### src/rtl/csr_counter_access_pkg.sv
// Shared CSR constants for the counter access block: data width, address map
// and mcountinhibit bit positions.
package csr_counter_access_pkg;

  localparam int CSR_XLEN = 32;

  localparam logic [11:0] CSR_MCYCLE        = 12'hB00;
  localparam logic [11:0] CSR_MCYCLEH       = 12'hB80;
  localparam logic [11:0] CSR_MINSTRET      = 12'hB02;
  localparam logic [11:0] CSR_MINSTRETH     = 12'hB82;
  localparam logic [11:0] CSR_MCOUNTINHIBIT = 12'h320;
  localparam logic [11:0] CSR_CYCLE         = 12'hC00;
  localparam logic [11:0] CSR_CYCLEH        = 12'hC80;
  localparam logic [11:0] CSR_INSTRET       = 12'hC02;
  localparam logic [11:0] CSR_INSTRETH      = 12'hC82;

  localparam int MCI_CY = 0;
  localparam int MCI_IR = 2;

endpackage

### src/rtl/csr_counter64.sv
// 64-bit event counter with independently writable 32-bit halves.
// A write to either half takes priority over the increment in that cycle.
module csr_counter64
  import csr_counter_access_pkg::*;
(
  input  logic                clk,
  input  logic                rst,
  input  logic                inc,
  input  logic                wr_lo,
  input  logic                wr_hi,
  input  logic [CSR_XLEN-1:0] wdata,
  output logic [63:0]         value
);

  always_ff @(posedge clk) begin
    if (rst) begin
      value <= '0;
    end else if (wr_lo) begin
      value[31:0] <= wdata;
    end else if (wr_hi) begin
      value[63:32] <= wdata;
    end else if (inc) begin
      value <= value + 64'd1;
    end
  end

endmodule

### src/rtl/csr_counter_access.sv
// CSR front end for mcycle/minstret/mcountinhibit: decodes one access per
// cycle, answers it one cycle later, and steers writes into the counters.
module csr_counter_access
  import csr_counter_access_pkg::*;
#(
  parameter int XLEN = CSR_XLEN
) (
  input  logic            clk,
  input  logic            rst,
  input  logic            cyc_inc_i,
  input  logic            ret_inc_i,
  input  logic            req_i,
  input  logic            we_i,
  input  logic [11:0]     addr_i,
  input  logic [XLEN-1:0] wdata_i,
  output logic            ack_o,
  output logic [XLEN-1:0] rdata_o,
  output logic            err_o
);

  logic [63:0]     mcycle;
  logic [63:0]     minstret;
  logic [2:0]      inhibit;
  logic [XLEN-1:0] rd_val;
  logic            unmapped, read_only, fault, wen;
  logic            sel_cyc_lo, sel_cyc_hi, sel_ret_lo, sel_ret_hi, sel_inh;

  always_comb begin
    rd_val     = '0;
    unmapped   = 1'b0;
    read_only  = 1'b0;
    sel_cyc_lo = 1'b0;
    sel_cyc_hi = 1'b0;
    sel_ret_lo = 1'b0;
    sel_ret_hi = 1'b0;
    sel_inh    = 1'b0;
    case (addr_i)
      CSR_MCYCLE:        begin rd_val = mcycle[31:0];    sel_cyc_lo = 1'b1; end
      CSR_MCYCLEH:       begin rd_val = mcycle[63:32];   sel_cyc_hi = 1'b1; end
      CSR_MINSTRET:      begin rd_val = minstret[31:0];  sel_ret_lo = 1'b1; end
      CSR_MINSTRETH:     begin rd_val = minstret[63:32]; sel_ret_hi = 1'b1; end
      CSR_MCOUNTINHIBIT: begin rd_val = {{(XLEN-3){1'b0}}, inhibit}; sel_inh = 1'b1; end
      CSR_CYCLE:         begin rd_val = mcycle[31:0];    read_only = 1'b1; end
      CSR_CYCLEH:        begin rd_val = mcycle[63:32];   read_only = 1'b1; end
      CSR_INSTRET:       begin rd_val = minstret[31:0];  read_only = 1'b1; end
      CSR_INSTRETH:      begin rd_val = minstret[63:32]; read_only = 1'b1; end
      default:           unmapped = 1'b1;
    endcase
  end

  assign fault = unmapped | (we_i & read_only);
  assign wen   = req_i & we_i & ~fault;

  // Inhibit bits take effect from the cycle after the write; the counters see
  // the old value during the write cycle itself.
  always_ff @(posedge clk) begin
    if (rst) begin
      inhibit <= '0;
    end else if (wen && sel_inh) begin
      inhibit <= {wdata_i[MCI_IR], 1'b0, wdata_i[MCI_CY]};
    end
  end

  // Faulting or idle cycles return zero data so the bus never sees stale values.
  always_ff @(posedge clk) begin
    if (rst) begin
      ack_o   <= 1'b0;
      err_o   <= 1'b0;
      rdata_o <= '0;
    end else begin
      ack_o   <= req_i;
      err_o   <= req_i & fault;
      rdata_o <= (req_i && !fault) ? rd_val : '0;
    end
  end

  csr_counter64 u_mcycle (
    .clk   (clk),
    .rst   (rst),
    .inc   (cyc_inc_i & ~inhibit[MCI_CY]),
    .wr_lo (wen & sel_cyc_lo),
    .wr_hi (wen & sel_cyc_hi),
    .wdata (wdata_i),
    .value (mcycle)
  );

  csr_counter64 u_minstret (
    .clk   (clk),
    .rst   (rst),
    .inc   (ret_inc_i & ~inhibit[MCI_IR]),
    .wr_lo (wen & sel_ret_lo),
    .wr_hi (wen & sel_ret_hi),
    .wdata (wdata_i),
    .value (minstret)
  );

endmodule

### config.mk
export PLATFORM = sky130hd
export DESIGN_NAME = csr_counter_access
export DESIGN_NICKNAME = d
export VERILOG_FILES = /design/src/rtl/csr_counter_access_pkg.sv /design/src/rtl/csr_counter64.sv /design/src/rtl/csr_counter_access.sv
export SDC_FILE = /design/constraint.sdc
export NUM_CORES = 1
export LEC_CHECK = 0
export ABC_AREA = 1
export ABC_CLOCK_PERIOD_IN_PS = 4300
export CAP_MARGIN = 20
export CORE_ASPECT_RATIO = 0.7
export CORE_MARGIN = 3
export CORE_UTILIZATION = 55
export CTS_CLUSTER_SIZE = 10
export DETAILED_ROUTE_END_ITERATION = 12
export DONT_BUFFER_PORTS = 1
export GPL_ROUTABILITY_DRIVEN = 1
export PLACE_DENSITY = 0.7
export REMOVE_ABC_BUFFERS = 1
export SLEW_MARGIN = 20
export SYNTH_ARGS = -nofsm -noshare
export SYNTH_HDL_FRONTEND = slang
export SYNTH_SLANG_ARGS = --single-unit
### constraint.sdc
create_clock -name clk -period 4.3 [get_ports clk]
set_input_delay 1.29 -clock clk [delete_from_list [all_inputs] [get_ports clk]]
set_output_delay 1.29 -clock clk [all_outputs]
set_load 0.05 [all_outputs]
==> key figures <==
Global route
  • Maximum number of pins on one net before global-route repair: 66
  • Number of global-route vias before repair: 13.0k
  • Overall overflow remaining after global route: 0
  • Antenna violations before repair: 0
  • Global-route wire length before repair: 78,100 um
  • Total global-route track usage: 43.3%

Setup path
  • Critical-path cell with the highest stage delay: sky130_fd_sc_hd__nand4_4
  • Nature of the critical path endpoint: flop
  • Type of the worst setup path: input port to flop
  • Cell class contributing the biggest share of worst-path delay: simple AND/OR/NAND/NOR gates
  • List of cells traversed by the critical path: nor2_1, nand2_1, nor2_1, o21ai_2, inv_2, nor2_4, nand2_4, nand4_4, nand2_2, buf_4, nand2_1, a21oi_1
  • Maximum single-stage delay on the critical path: 550 ps
  • Crit path buf inv count: 2
  • Arrival time reported for the critical path endpoint: 3910 ps
  • Kind of start point of the critical path: input port
  • Endpoint required time on the critical path: 4680 ps
  • Critical path peak fanout: 40

CTS
  • Root buffer cell: sky130_fd_sc_hd__clkbuf_16
  • Sink Count: 164
  • Worst-path clk slew: 70 ps
  • Resized cells post-CTS: 0
  • Number of buffers between clock root and the deepest sink: 2
  • Post-CTS setup-driven buffer insertion count: 0
  • Latest clock arrival within the worst-skew pair: 460 ps
  • Number of buffers created by CTS: 17
  • Clock tree from TritonCTS: built
  • H-Tree Depth: 4
  • Post-cts hold buffer count: 0

Yosys
  • Area of the mapped netlist: 0.0123 mm^2
  • Distinct cells, synth: 39
  • Mean instance size in the synthesized netlist: 5.86 um^2
  • Count of state elements after synthesis: 164
  • Synthesis warning total: 0
  • Share of synthesized area occupied by flip-flops and latches: 26.8%
  • Synthesized netlist cell count: 2,094

Finish
  • Antenna fix cells: 0
  • Share of the core filled with cells: 59.5%
  • Final Net Count: 2,097
  • Area growth, synth to finish: 5.62%
  • Fraction of final layout cells sized beyond drive strength 1: 4.08%

STA
  • Number of failing hold endpoints at the final stage: 0
  • Tmin final: 3540 ps
  • Highest Clock Rate: 283 MHz
  • Post-route setup slack: 764 ps
  • Post-route clock period utilization: 82.2%
  • Slew at the pin with the worst max-slew slack: 878 ps
  • Pins over their slew limit: 0
  • Max-Slew Margin vs Limit: 41.0%
  • Unrepaired setup endpoints after global routing: false
  • Final setup violation count: 0
  • Largest clock skew in the final design: 11.8 ps

Power and ir drop
  • Total power per unit cell area: 272 mW/mm^2
  • Leakage component of the power: 5.04 nW
  • Maximum vdd drop: 0.296 mV

Die
  • I/O pin cnt: 84
  • Effective utilization at floorplan: 56.3%
  • Die extent in y: 131 um
  • Overall die area: 0.0242 mm^2
  • Die X: 185 um
  • Number of rows created at floorplan: 45
  • Area inside the core boundary: 0.0218 mm^2

Drt
  • Number of violations reported at the end of detailed-routing iteration 0: 2,420
  • Total DRC errors in the routed layout: 0
  • Via density: 6.26
  • DRT antenna net count: 0
  • Post-Route WL: 53,100 um
  • Pre-Repair DR Iteration Count: 8
  • Routed len/inst: 22.7 um
  • Number of vias after detailed routing: 14.6k

Placed design
  • Post-placement setup slack: 385 ps
  • DP HPWL: 40,400 um
  • GPL Wtd Cong: 1.09
  • Count of input and output buffers: 0

Job
  • Max-cap viol count: 0

Status
  • Outcome: complete, no violations

Hold path
  • Path class of the lowest-slack min-delay path: flop to flop
Yosys cell counts:
cell type	number	share of area, %
sky130_fd_sc_hd__nor2_2	2	0.10
sky130_fd_sc_hd__a31oi_1	2	0.10
sky130_fd_sc_hd__nand2_2	5	0.25
sky130_fd_sc_hd__nor2_1	339	10
sky130_fd_sc_hd__xnor2_1	15	1.1
sky130_fd_sc_hd__nand4_1	91	4.6
sky130_fd_sc_hd__a41oi_1	8	0.57
sky130_fd_sc_hd__and2_1	1	0.051
sky130_fd_sc_hd__o21ai_1	2	0.082
sky130_fd_sc_hd__buf_2	28	1.1
sky130_fd_sc_hd__nor2_4	3	0.28
sky130_fd_sc_hd__nand3_1	160	6.5
sky130_fd_sc_hd__o21ai_4	1	0.13
sky130_fd_sc_hd__inv_2	7	0.21
sky130_fd_sc_hd__nor3_1	62	2.5
sky130_fd_sc_hd__nand3b_1	3	0.18
sky130_fd_sc_hd__a21oi_2	1	0.071
sky130_fd_sc_hd__a22oi_1	4	0.24
sky130_fd_sc_hd__o22ai_1	15	0.76
sky130_fd_sc_hd__o21ai_2	3	0.21
sky130_fd_sc_hd__nand4_4	4	0.69
sky130_fd_sc_hd__nor3b_1	3	0.18
sky130_fd_sc_hd__clkbuf_1	41	1.3
sky130_fd_sc_hd__o31ai_1	2	0.12
sky130_fd_sc_hd__or2_2	2	0.10
sky130_fd_sc_hd__nand2_4	2	0.18
sky130_fd_sc_hd__xor2_1	93	6.6
sky130_fd_sc_hd__inv_1	199	6.1
sky130_fd_sc_hd__nor4_1	2	0.10
sky130_fd_sc_hd__o21ai_0	51	2.1
sky130_fd_sc_hd__buf_1	4	0.12
sky130_fd_sc_hd__clkinv_1	2	0.061
sky130_fd_sc_hd__dfxtp_1	164	27
sky130_fd_sc_hd__ha_1	2	0.20
sky130_fd_sc_hd__buf_4	15	0.92
sky130_fd_sc_hd__buf_6	2	0.18
sky130_fd_sc_hd__a21oi_1	84	3.4
sky130_fd_sc_hd__a221oi_1	21	1.5
sky130_fd_sc_hd__nand2_1	649	20
cells by family after synthesis:
kind of cell               after synthesis  share of synthesized area, %
AOI/OAI and AO/OA                      194                          9.31
buffers and inverters                  298                          9.98
and+or+nand+nor                       1328                          46.0
adders and majority gates                2                         0.204
xor gates and xnor gates               108                          7.71
DFF                                    164                          26.8
stage by stage:
stage / total power, mW / hold slack (ps) / TNS (ps) / area [um^2] / instances
floorplan: 1.87 / 452 / -2760 / 11800 / 2004
global placement: 1.97 / 467 / 0 / 12400 / 2308
detailed placement: 1.98 / 476 / 0 / 12400 / 2308
CTS: 3.51 / 492 / 0 / 13000 / 2340
global route: 3.63 / 506 / 0 / 13000 / 2340
finish: 3.53 / 488 / 0 / 13000 / 2340
where the power goes:
part / switching, mW / leakage, nW / internal (mW) / total, mW
sequential: 0.0739 / 1.34 / 1.57 / 1.64
clock: 0.732 / 0.277 / 0.834 / 1.57
combinational: 0.226 / 3.42 / 0.0993 / 0.326
total: 1.03 / 5.04 / 2.50 / 3.53
state kept, by name (all words and copies together), names as in the netlist:
| name | flops |
|---|---|
| u_mcycle.value | 64 |
| u_minstret.value | 64 |
| rdata_o | 32 |
| inhibit | 2 |
| ack_o | 1 |
| err_o | 1 |
final timing paths:
kind | start | endpoint | slack [ps] | cells past startpoint
worst min register to register | inhibit[0] | inhibit[0] | 490 | 2
worst max register to register | u_minstret.value[1] | u_minstret.value[54] | 1450 | 10
worst max-delay path | addr_i[3] | u_mcycle.value[16] | 760 | 12
worst min-delay path | inhibit[0] | inhibit[0] | 490 | 2
tightest hold or removal path, delay by kind of cell, from the launching register on:
family             cells  cell delay (ps)
AOI/OAI and AO/OA      1               50
DFF                    1              330
and+or+nand+nor        1               70
layer usage:
metal,up-vias,GRT usage (%),share of wire [%]
li1,6653,-,-
met1,6715,60.7,40
met2,1123,59.9,39
met3,157,17.0,17
met4,0,15.5,3.9
met5,-,0,0
placed cells by master (no fill, tap or decap), drive strengths merged:
cell type  instances
a21oi             85
a221oi            21
a22oi              4
a31oi              2
a41oi              8
and2               1
buf               22
bufinv             1
clkbuf            19
clkinv             7
clkinvlp           3
dfxtp            164
ha                 2
inv              210
nand2            656
nand3            160
nand3b             3
nand4             95
nor2             344
nor3              62
nor3b              3
nor4               2
o21ai             57
o22ai             15
o31ai              2
or2                2
xnor2             15
xor2              93
layout make-up:
| class | count | area, um^2 |
|---|---|---|
| Multi-Input combinational cell | 1632 | 7770 |
| Timing Repair Buffer | 22 | 203 |
| Clock inverter | 13 | 120 |
| Tap cell | 282 | 353 |
| Sequential cell | 164 | 3280 |
| Clock buffer | 19 | 453 |
| Fill cell | 2235 | 8830 |
| Inverter | 208 | 781 |
Power figures use the tool's default switching activity.
